File: config.mk
export PLATFORM = sky130hd
export DESIGN_NAME = mem_arbiter
export DESIGN_NICKNAME = d
export VERILOG_FILES = /design/src/rtl/mem_arb_pkg.sv /design/src/rtl/mem_arb_rfsh.sv /design/src/rtl/mem_arbiter.sv
export SDC_FILE = /design/constraint.sdc
export NUM_CORES = 1
export LEC_CHECK = 0
export ABC_AREA = 1
export CAP_MARGIN = 20
export CORE_MARGIN = 8
export CORE_UTILIZATION = 25
export CTS_BUF_LIST = sky130_fd_sc_hd__clkbuf_8
export DETAILED_ROUTE_END_ITERATION = 16
export GPL_ROUTABILITY_DRIVEN = 0
export RECOVER_POWER = 25
export SYNTH_ARGS = -nofsm -noshare
export SYNTH_HDL_FRONTEND = slang
export SYNTH_HIERARCHICAL = 1
export SYNTH_SLANG_ARGS = --single-unit
File: constraint.sdc
create_clock -name clock -period 2.7 [get_ports clock]
set_clock_uncertainty 0.1 [all_clocks]
set_input_delay 0.54 -clock clock [delete_from_list [all_inputs] [get_ports clock]]
set_output_delay 0.54 -clock clock [all_outputs]
set_load 0.1 [all_outputs]
File: src/rtl/mem_arb_pkg.sv
// Shared types and constants for the SDRAM arbiter (mem_arbiter, mem_arb_rfsh).
package mem_arb_pkg;

    // Arbiter transaction states
    typedef enum logic [1:0] {
        ST_IDLE  = 2'd0,
        ST_ISSUE = 2'd1,
        ST_WAIT  = 2'd2,
        ST_DONE  = 2'd3
    } state_t;

    // Source-select codes, listed in arbitration priority order
    typedef enum logic [1:0] {
        SRC_RF  = 2'd0,
        SRC_INI = 2'd1,
        SRC_DL  = 2'd2,
        SRC_CPU = 2'd3
    } src_t;

    // First page of the I/O window; pages between the ROM top and here are unmapped
    localparam logic [7:0] PAGE_UNMAPPED = 8'hC0;

    // CPU byte address space is 4 MB; SDRAM address space is 16 MB
    function automatic logic [23:0] cpu_to_sdr(input logic [21:0] a);
        return {2'b00, a};
    endfunction

    // 16 KB page number of a CPU address
    function automatic logic [7:0] cpu_page(input logic [21:0] a);
        return a[21:14];
    endfunction

endpackage

File: src/rtl/mem_arb_rfsh.sv
// Refresh bookkeeping: pending flag and starvation counter for mem_arbiter.
module mem_arb_rfsh
    import mem_arb_pkg::*;
#(
    parameter int RFSH_MAX = 64
) (
    input  logic clock,
    input  logic reset,
    input  logic rfReq,
    input  logic rfIssue,
    output logic rfPend,
    output logic rfUrgent
);

    localparam int CW = $clog2(RFSH_MAX + 1);

    logic          r_pend;
    logic [CW-1:0] r_cnt;

    // Track an outstanding refresh and how long it has been waiting; issue wins over a new request
    always_ff @(posedge clock or negedge reset) begin
        if (!reset) begin
            r_pend <= 1'b0;
            r_cnt  <= '0;
        end else if (rfIssue) begin
            r_pend <= 1'b0;
            r_cnt  <= '0;
        end else begin
            if (rfReq) begin
                r_pend <= 1'b1;
            end
            if (r_pend && (r_cnt != CW'(RFSH_MAX))) begin
                r_cnt <= r_cnt + 1'b1;
            end
        end
    end

    assign rfPend   = r_pend;
    assign rfUrgent = r_pend && (r_cnt == CW'(RFSH_MAX));

endmodule

File: src/rtl/mem_arbiter.sv
// SDRAM arbiter: refresh > init loader > download > CPU, one SDRAM cycle at a time.
// Optional ROM write protection is enabled by defining MEM_ARB_ROMWP_EN.
module mem_arbiter
    import mem_arb_pkg::*;
#(
    parameter int         RFSH_MAX = 64,
    parameter int         TMO      = 255,
    parameter logic [7:0] ROMPG    = 8'd7
) (
    input  logic        clock,
    input  logic        reset,
    input  logic        rfReq,
    input  logic        iniReq,
    input  logic [23:0] iniA,
    input  logic [7:0]  iniD,
    output logic        iniAck,
    input  logic        dlReq,
    input  logic [23:0] dlA,
    input  logic [7:0]  dlD,
    output logic        dlAck,
    input  logic        cpuRd,
    input  logic        cpuWr,
    input  logic [21:0] cpuA,
    input  logic [7:0]  cpuD,
    output logic [7:0]  cpuQ,
    output logic        cpuAck,
    input  logic [7:0]  romP,
    output logic        sdrRf,
    output logic        sdrRd,
    output logic        sdrWr,
    output logic [23:0] sdrA,
    output logic [15:0] sdrD,
    input  logic [15:0] sdrQ,
    input  logic        sdrAck,
    input  logic        sdrReady,
    output logic        err
);

    localparam int TW = $clog2(TMO + 1);

    state_t        r_state;
    src_t          r_src;
    logic          r_isRd;
    logic [TW-1:0] r_tmo;
    logic          r_err;
    logic          r_cpuHold;
    logic          r_sdrRf;
    logic          r_sdrRd;
    logic          r_sdrWr;
    logic [23:0]   r_sdrA;
    logic [15:0]   r_sdrD;
    logic [7:0]    r_cpuQ;
    logic          r_iniAck;
    logic          r_dlAck;
    logic          r_cpuAck;

    logic          w_rfPend;
    logic          w_rfUrgent;
    logic          w_rfWin;
    logic          w_rfIssue;
    logic          w_cpuReq;
    logic [7:0]    w_page;
    logic [7:0]    w_romTop;
    logic          w_unmapRd;
    logic          w_wrProt;
    logic          w_unused;

    mem_arb_rfsh #(
        .RFSH_MAX (RFSH_MAX)
    ) u_rfsh (
        .clock    (clock),
        .reset    (reset),
        .rfReq    (rfReq),
        .rfIssue  (w_rfIssue),
        .rfPend   (w_rfPend),
        .rfUrgent (w_rfUrgent)
    );

    // A refresh arriving this very cycle already outranks everything, so it is
    // folded into the win term rather than waiting a cycle for rfPend.
    assign w_rfWin   = w_rfPend | w_rfUrgent | rfReq;
    assign w_rfIssue = (r_state == ST_IDLE) && sdrReady && w_rfWin;

    // The CPU is blocked after an ack until both strobes have been seen low.
    assign w_cpuReq  = (cpuRd | cpuWr) & ~r_cpuHold;
    assign w_page    = cpu_page(cpuA);

    // A romP pointing into the I/O window is not a sensible ROM top; fall back to ROMPG.
    assign w_romTop  = (romP >= PAGE_UNMAPPED) ? ROMPG : romP;
    assign w_unmapRd = cpuRd && (w_page > w_romTop) && (w_page < PAGE_UNMAPPED);

`ifdef MEM_ARB_ROMWP_EN
    // ROM pages are read-only, except the upper half of page 7 (writable scratch area).
    assign w_wrProt  = cpuWr && !cpuRd && (w_page <= w_romTop) &&
                       !((w_page == 8'h07) && cpuA[13]);
`else
    assign w_wrProt  = 1'b0;
`endif

    // Only the low byte of the SDRAM word carries CPU data.
    assign w_unused  = &{1'b0, sdrQ[15:8]};

    // Main arbitration FSM with registered SDRAM strobes, address/data and acks
    always_ff @(posedge clock or negedge reset) begin
        if (!reset) begin
            r_state   <= ST_IDLE;
            r_src     <= SRC_RF;
            r_isRd    <= 1'b0;
            r_tmo     <= '0;
            r_err     <= 1'b0;
            r_cpuHold <= 1'b0;
            r_sdrRf   <= 1'b0;
            r_sdrRd   <= 1'b0;
            r_sdrWr   <= 1'b0;
            r_sdrA    <= '0;
            r_sdrD    <= '0;
            r_cpuQ    <= 8'hFF;
            r_iniAck  <= 1'b0;
            r_dlAck   <= 1'b0;
            r_cpuAck  <= 1'b0;
        end else begin
            r_sdrRf  <= 1'b0;
            r_sdrRd  <= 1'b0;
            r_sdrWr  <= 1'b0;
            r_iniAck <= 1'b0;
            r_dlAck  <= 1'b0;
            r_cpuAck <= 1'b0;

            // Back in IDLE with the ack already past: strobes low releases the CPU
            if ((r_state == ST_IDLE) && !r_cpuAck && !cpuRd && !cpuWr) begin
                r_cpuHold <= 1'b0;
            end

            case (r_state)
                ST_IDLE: begin
                    if (sdrReady) begin
                        if (w_rfWin) begin
                            r_src   <= SRC_RF;
                            r_isRd  <= 1'b0;
                            r_sdrRf <= 1'b1;
                            r_sdrA  <= '0;
                            r_sdrD  <= '0;
                            r_state <= ST_ISSUE;
                        end else if (iniReq) begin
                            r_src   <= SRC_INI;
                            r_isRd  <= 1'b0;
                            r_sdrWr <= 1'b1;
                            r_sdrA  <= iniA;
                            r_sdrD  <= {8'd0, iniD};
                            r_state <= ST_ISSUE;
                        end else if (dlReq) begin
                            r_src   <= SRC_DL;
                            r_isRd  <= 1'b0;
                            r_sdrWr <= 1'b1;
                            r_sdrA  <= dlA;
                            r_sdrD  <= {8'd0, dlD};
                            r_state <= ST_ISSUE;
                        end else if (w_cpuReq) begin
                            r_cpuHold <= 1'b1;
                            if (w_unmapRd || w_wrProt) begin
                                // Answered locally, no SDRAM cycle
                                r_cpuAck <= 1'b1;
                                if (w_unmapRd) begin
                                    r_cpuQ <= 8'hFF;
                                end
                            end else begin
                                r_src   <= SRC_CPU;
                                r_isRd  <= cpuRd;
                                r_sdrRd <= cpuRd;
                                r_sdrWr <= !cpuRd;
                                r_sdrA  <= cpu_to_sdr(cpuA);
                                r_sdrD  <= {8'd0, cpuD};
                                r_state <= ST_ISSUE;
                            end
                        end
                    end
                end

                ST_ISSUE: begin
                    r_tmo   <= '0;
                    r_state <= ST_WAIT;
                end

                ST_WAIT: begin
                    if (sdrAck) begin
                        if (r_isRd) begin
                            r_cpuQ <= sdrQ[7:0];
                        end
                        r_state <= ST_DONE;
                    end else if (r_tmo == TW'(TMO - 1)) begin
                        r_err <= 1'b1;
                        if (r_isRd) begin
                            r_cpuQ <= 8'hFF;
                        end
                        r_state <= ST_DONE;
                    end else begin
                        r_tmo <= r_tmo + 1'b1;
                    end
                end

                ST_DONE: begin
                    case (r_src)
                        SRC_INI: r_iniAck <= 1'b1;
                        SRC_DL:  r_dlAck  <= 1'b1;
                        SRC_CPU: r_cpuAck <= 1'b1;
                        default: ;
                    endcase
                    r_state <= ST_IDLE;
                end

                default: r_state <= ST_IDLE;
            endcase
        end
    end

    assign sdrRf  = r_sdrRf;
    assign sdrRd  = r_sdrRd;
    assign sdrWr  = r_sdrWr;
    assign sdrA   = r_sdrA;
    assign sdrD   = r_sdrD;
    assign cpuQ   = r_cpuQ;
    assign iniAck = r_iniAck;
    assign dlAck  = r_dlAck;
    assign cpuAck = r_cpuAck;
    assign err    = r_err;

endmodule

==> run summary <==
met3 usage: 0.0454
top_reg_cell synth: dfrtp_1
final antenna-violating net count: 0
internal power: 0.00265 W
Setup crit start kind: input port
R2R cell count: 6
Layout Utilization: 0.377
TritonCTS buffer count: 9
Leak: 2.91 nW
Worst-Skew Late Latency: 0.36 ns
antenna fix cells: 0
Power Density: 934 mW/mm^2
M2 GR Usage: 0.227
Global Route Usage Sum: 0.130
#FFs+latches synth: 69
CP endpoint kind: flop
Initial Util: 0.254
worst vdd ir: 0.371 mV
crit path max fanout: 4
Net Sw Frac: 0.544
CTS tree: done
RR Endpoint: r_tmo[6]
via count: 4,239
Setup CP Type: input port to flop
Die Area: 0.0212 mm^2
io pins: 182
period utilization: 0.914
CTS HTree Levels: 3
core area: 0.0165 mm^2
reg2reg start: r_state[0]
asr flop ratio synth: 1.00
First DRT Iteration DRCs: 167
post-layout min period: 2.47 ns
number of synthesized flops with an enable pin: 0
area added between synthesis and finish: 48.1%
met1 GRT Util: 0.145
Worst Max-Slew Pin Slew: 1.55 ns
hpwl dp: 10,700 um
clk slew on worst S/H paths: 0.07 ns
Final Hold Fails: 0
Netlist Area Pre-Place: 0.00420 mm^2
gr ovfl total: 0
Port Buf Inserts: 165
Die X: 146 um
failing checks: capacitance limit, slew limit
Syn. warnings: 6
unrepaired setup endpoints after global routing: false
WL final: 13,600 um
CP Capture Point: r_state[0]
root buf cell: clkbuf_8
Relative slew margins: -0.0312
area fraction of the dominant cell type after synthesis: 0.363
Via density: 4.38
Seq/Total Area, Yosys: 0.413
gr busiest metal: met2
status: complete, but fails checks
worst hold stages: 2
initial antenna violation count: 0
ranking of synthesized cells by area: dfrtp_1 36%, nand2_1 18%, nand3_1 9.6%, dfstp_2 5.0%, ha_1 4.8%
Distinct cells, synth: 40
Die H: 146 um
Clk pwr share: 0.137
Pins Over Slew Limit: 30
largest net degree at the start of global routing: 42
worst endpoint required time: 2.85 ns
maximum achievable frequency: 405 MHz
hold_buf cts: 0
Switch Pwr: 0.00316 W
DR DRC count: 0
Comb power frac: 0.589
first-pass GRT wire length: 22,300 um
CP arrival: 2.62 ns
final setup violation count: 0
CTS Buffer Depth: 2
routed len/inst: 14.1 um
share of cells above drive strength 1: 0.154
Num Clock Sinks: 69
flop-to-flop setup slack: 0.40 ns
Post-CTS Setup Inserts: 0
Power Total: 0.00581 W
post-synth top area cell: dfrtp_1
HP Class: flop to flop
cell count after synthesis: 574
CP Launch Point: romP[7]
vias in the first global route: 4,320
MaxCap Viol Count: 1
Placement Rows: 47
Seq pwr share: 0.274
syn_area_per_cell: 7.32 um^2
nets@finish: 885
first drt pass iteration count: 4
[cells in the mapped netlist (2+ instances only)]
cell and count:
nand2_1 205, nand3_1 81, dfrtp_1 61, o21ai_0 37, inv_1 33, nor2_1 31, ha_1 16, buf_2 11
or2_2 11, clkbuf_1 10, buf_4 9, a21oi_1 8, dfstp_2 8, nand4_1 7, o31ai_1 5, nand2_2 4
buf_1 3, nand2_4 3, nand3_2 3, o21ai_1 3, xnor2_1 3, xor2_1 3, o211ai_1 2
[flip-flops by register name (all words and copies together), names as in the netlist]
name and count:
cpuAck 1, cpuQ 8, dlAck 1, err 1
iniAck 1, r_cpuHold 1, r_isRd 1, r_src 2
r_state 2, r_tmo 8, sdrA 24, sdrD 8
sdrRd 1, sdrRf 1, sdrWr 1, u_rfsh/r_cnt 7
u_rfsh/rfPend 1
[kinds of logic (layout without fill, tap and decap cells)]
family,count (synthesis),in the layout,synth area share
AOI/OAI and AO/OA,61,61,0.0804
and+or+nand+nor,352,352,0.372
buffers and inverters,69,235,0.0736
DFF,69,69,0.413
other,1,8,0.000893
adders and majority gates,16,16,0.0476
xor gates and xnor gates,6,6,0.0125
[area by class of cell]
type,instances,area (um^2)
fill,1752,10300
multi-input combinational,443,2200
sequential,69,1740
timing repair buffer,183,1690
tap,220,275
clock buffer,12,165
inverter,36,138
clock inverter,4,16.3
[critical path: stages]
cell,delay [ns]
clkdlybuf4s50_1,0.42
nand2_1,0.13
inv_1,0.06
or2_2,0.27
ha_1,0.28
nand2_1,0.05
nor2_1,0.13
a21oi_2,0.09
buf_4,0.14
buf_4,0.13
nand4_1,0.13
nand3_1,0.11
nand2_1,0.08
nand2_1,0.05
[what timing repair did]
action	CTS	global route
gates resized for setup	0	4
hold endpoints to repair	0	0
setup endpoints to repair	0	24
[per-layer routing]
layer  vias up  share of wire
li1       2182              -
met1      1934           0.42
met2       109           0.49
met3        14          0.072
met4         0          0.014
met5         -              0
[power groups by stage]
stage          Clock [W]  Combinational, W  Sequential [W]
6_report        0.000798           0.00343         0.00159
5_1_grt         0.000876           0.00366         0.00164
4_1_cts         0.000841           0.00345         0.00160
3_5_place_dp           0           0.00345         0.00161
3_3_place_gp           0           0.00343         0.00161
2_1_floorplan          0           0.00107         0.00309
[worst min path at each step]
stage                        from      end  slack [ns]
after floorplan             reset   cpuAck        0.14
after detailed placement  cpuQ[0]  cpuQ[0]        0.36
after CTS                   reset  sdrD[0]       0.002
after global placement    cpuQ[5]  cpuQ[5]        0.35
after global routing      cpuQ[0]  cpuQ[0]        0.38
final                     cpuQ[0]  cpuQ[0]        0.36
[placed cells by master, fill, tap and decap left out, types with 8 or more instances in the layout]
master	synthesis	layout
nand2_1	205	205
clkdlybuf4s50_1	0	117
nand3_1	81	81
dfrtp_1	61	61
buf_4	9	61
o21ai_0	37	37
inv_1	33	36
nor2_1	31	30
ha_1	16	16
clkbuf_8	0	12
or2_2	11	11
conb_1	1	8
dfstp_2	8	8
[stage by stage]
step	area [um^2]	TNS (ns)	setup WS, ns	instances	hold WS [ns]
4_1_cts	6220	0	0.111	967	0.00208
6_report	6220	0	0.233	967	0.363
3_5_place_dp	6040	-9.19	-0.290	951	0.355
3_3_place_gp	6040	-8.38	-0.263	951	0.355
5_1_grt	6220	0	0.00902	967	0.382
2_1_floorplan	4230	0	0.383	581	0.144
Note: power is estimated with default switching activity, not from simulation.
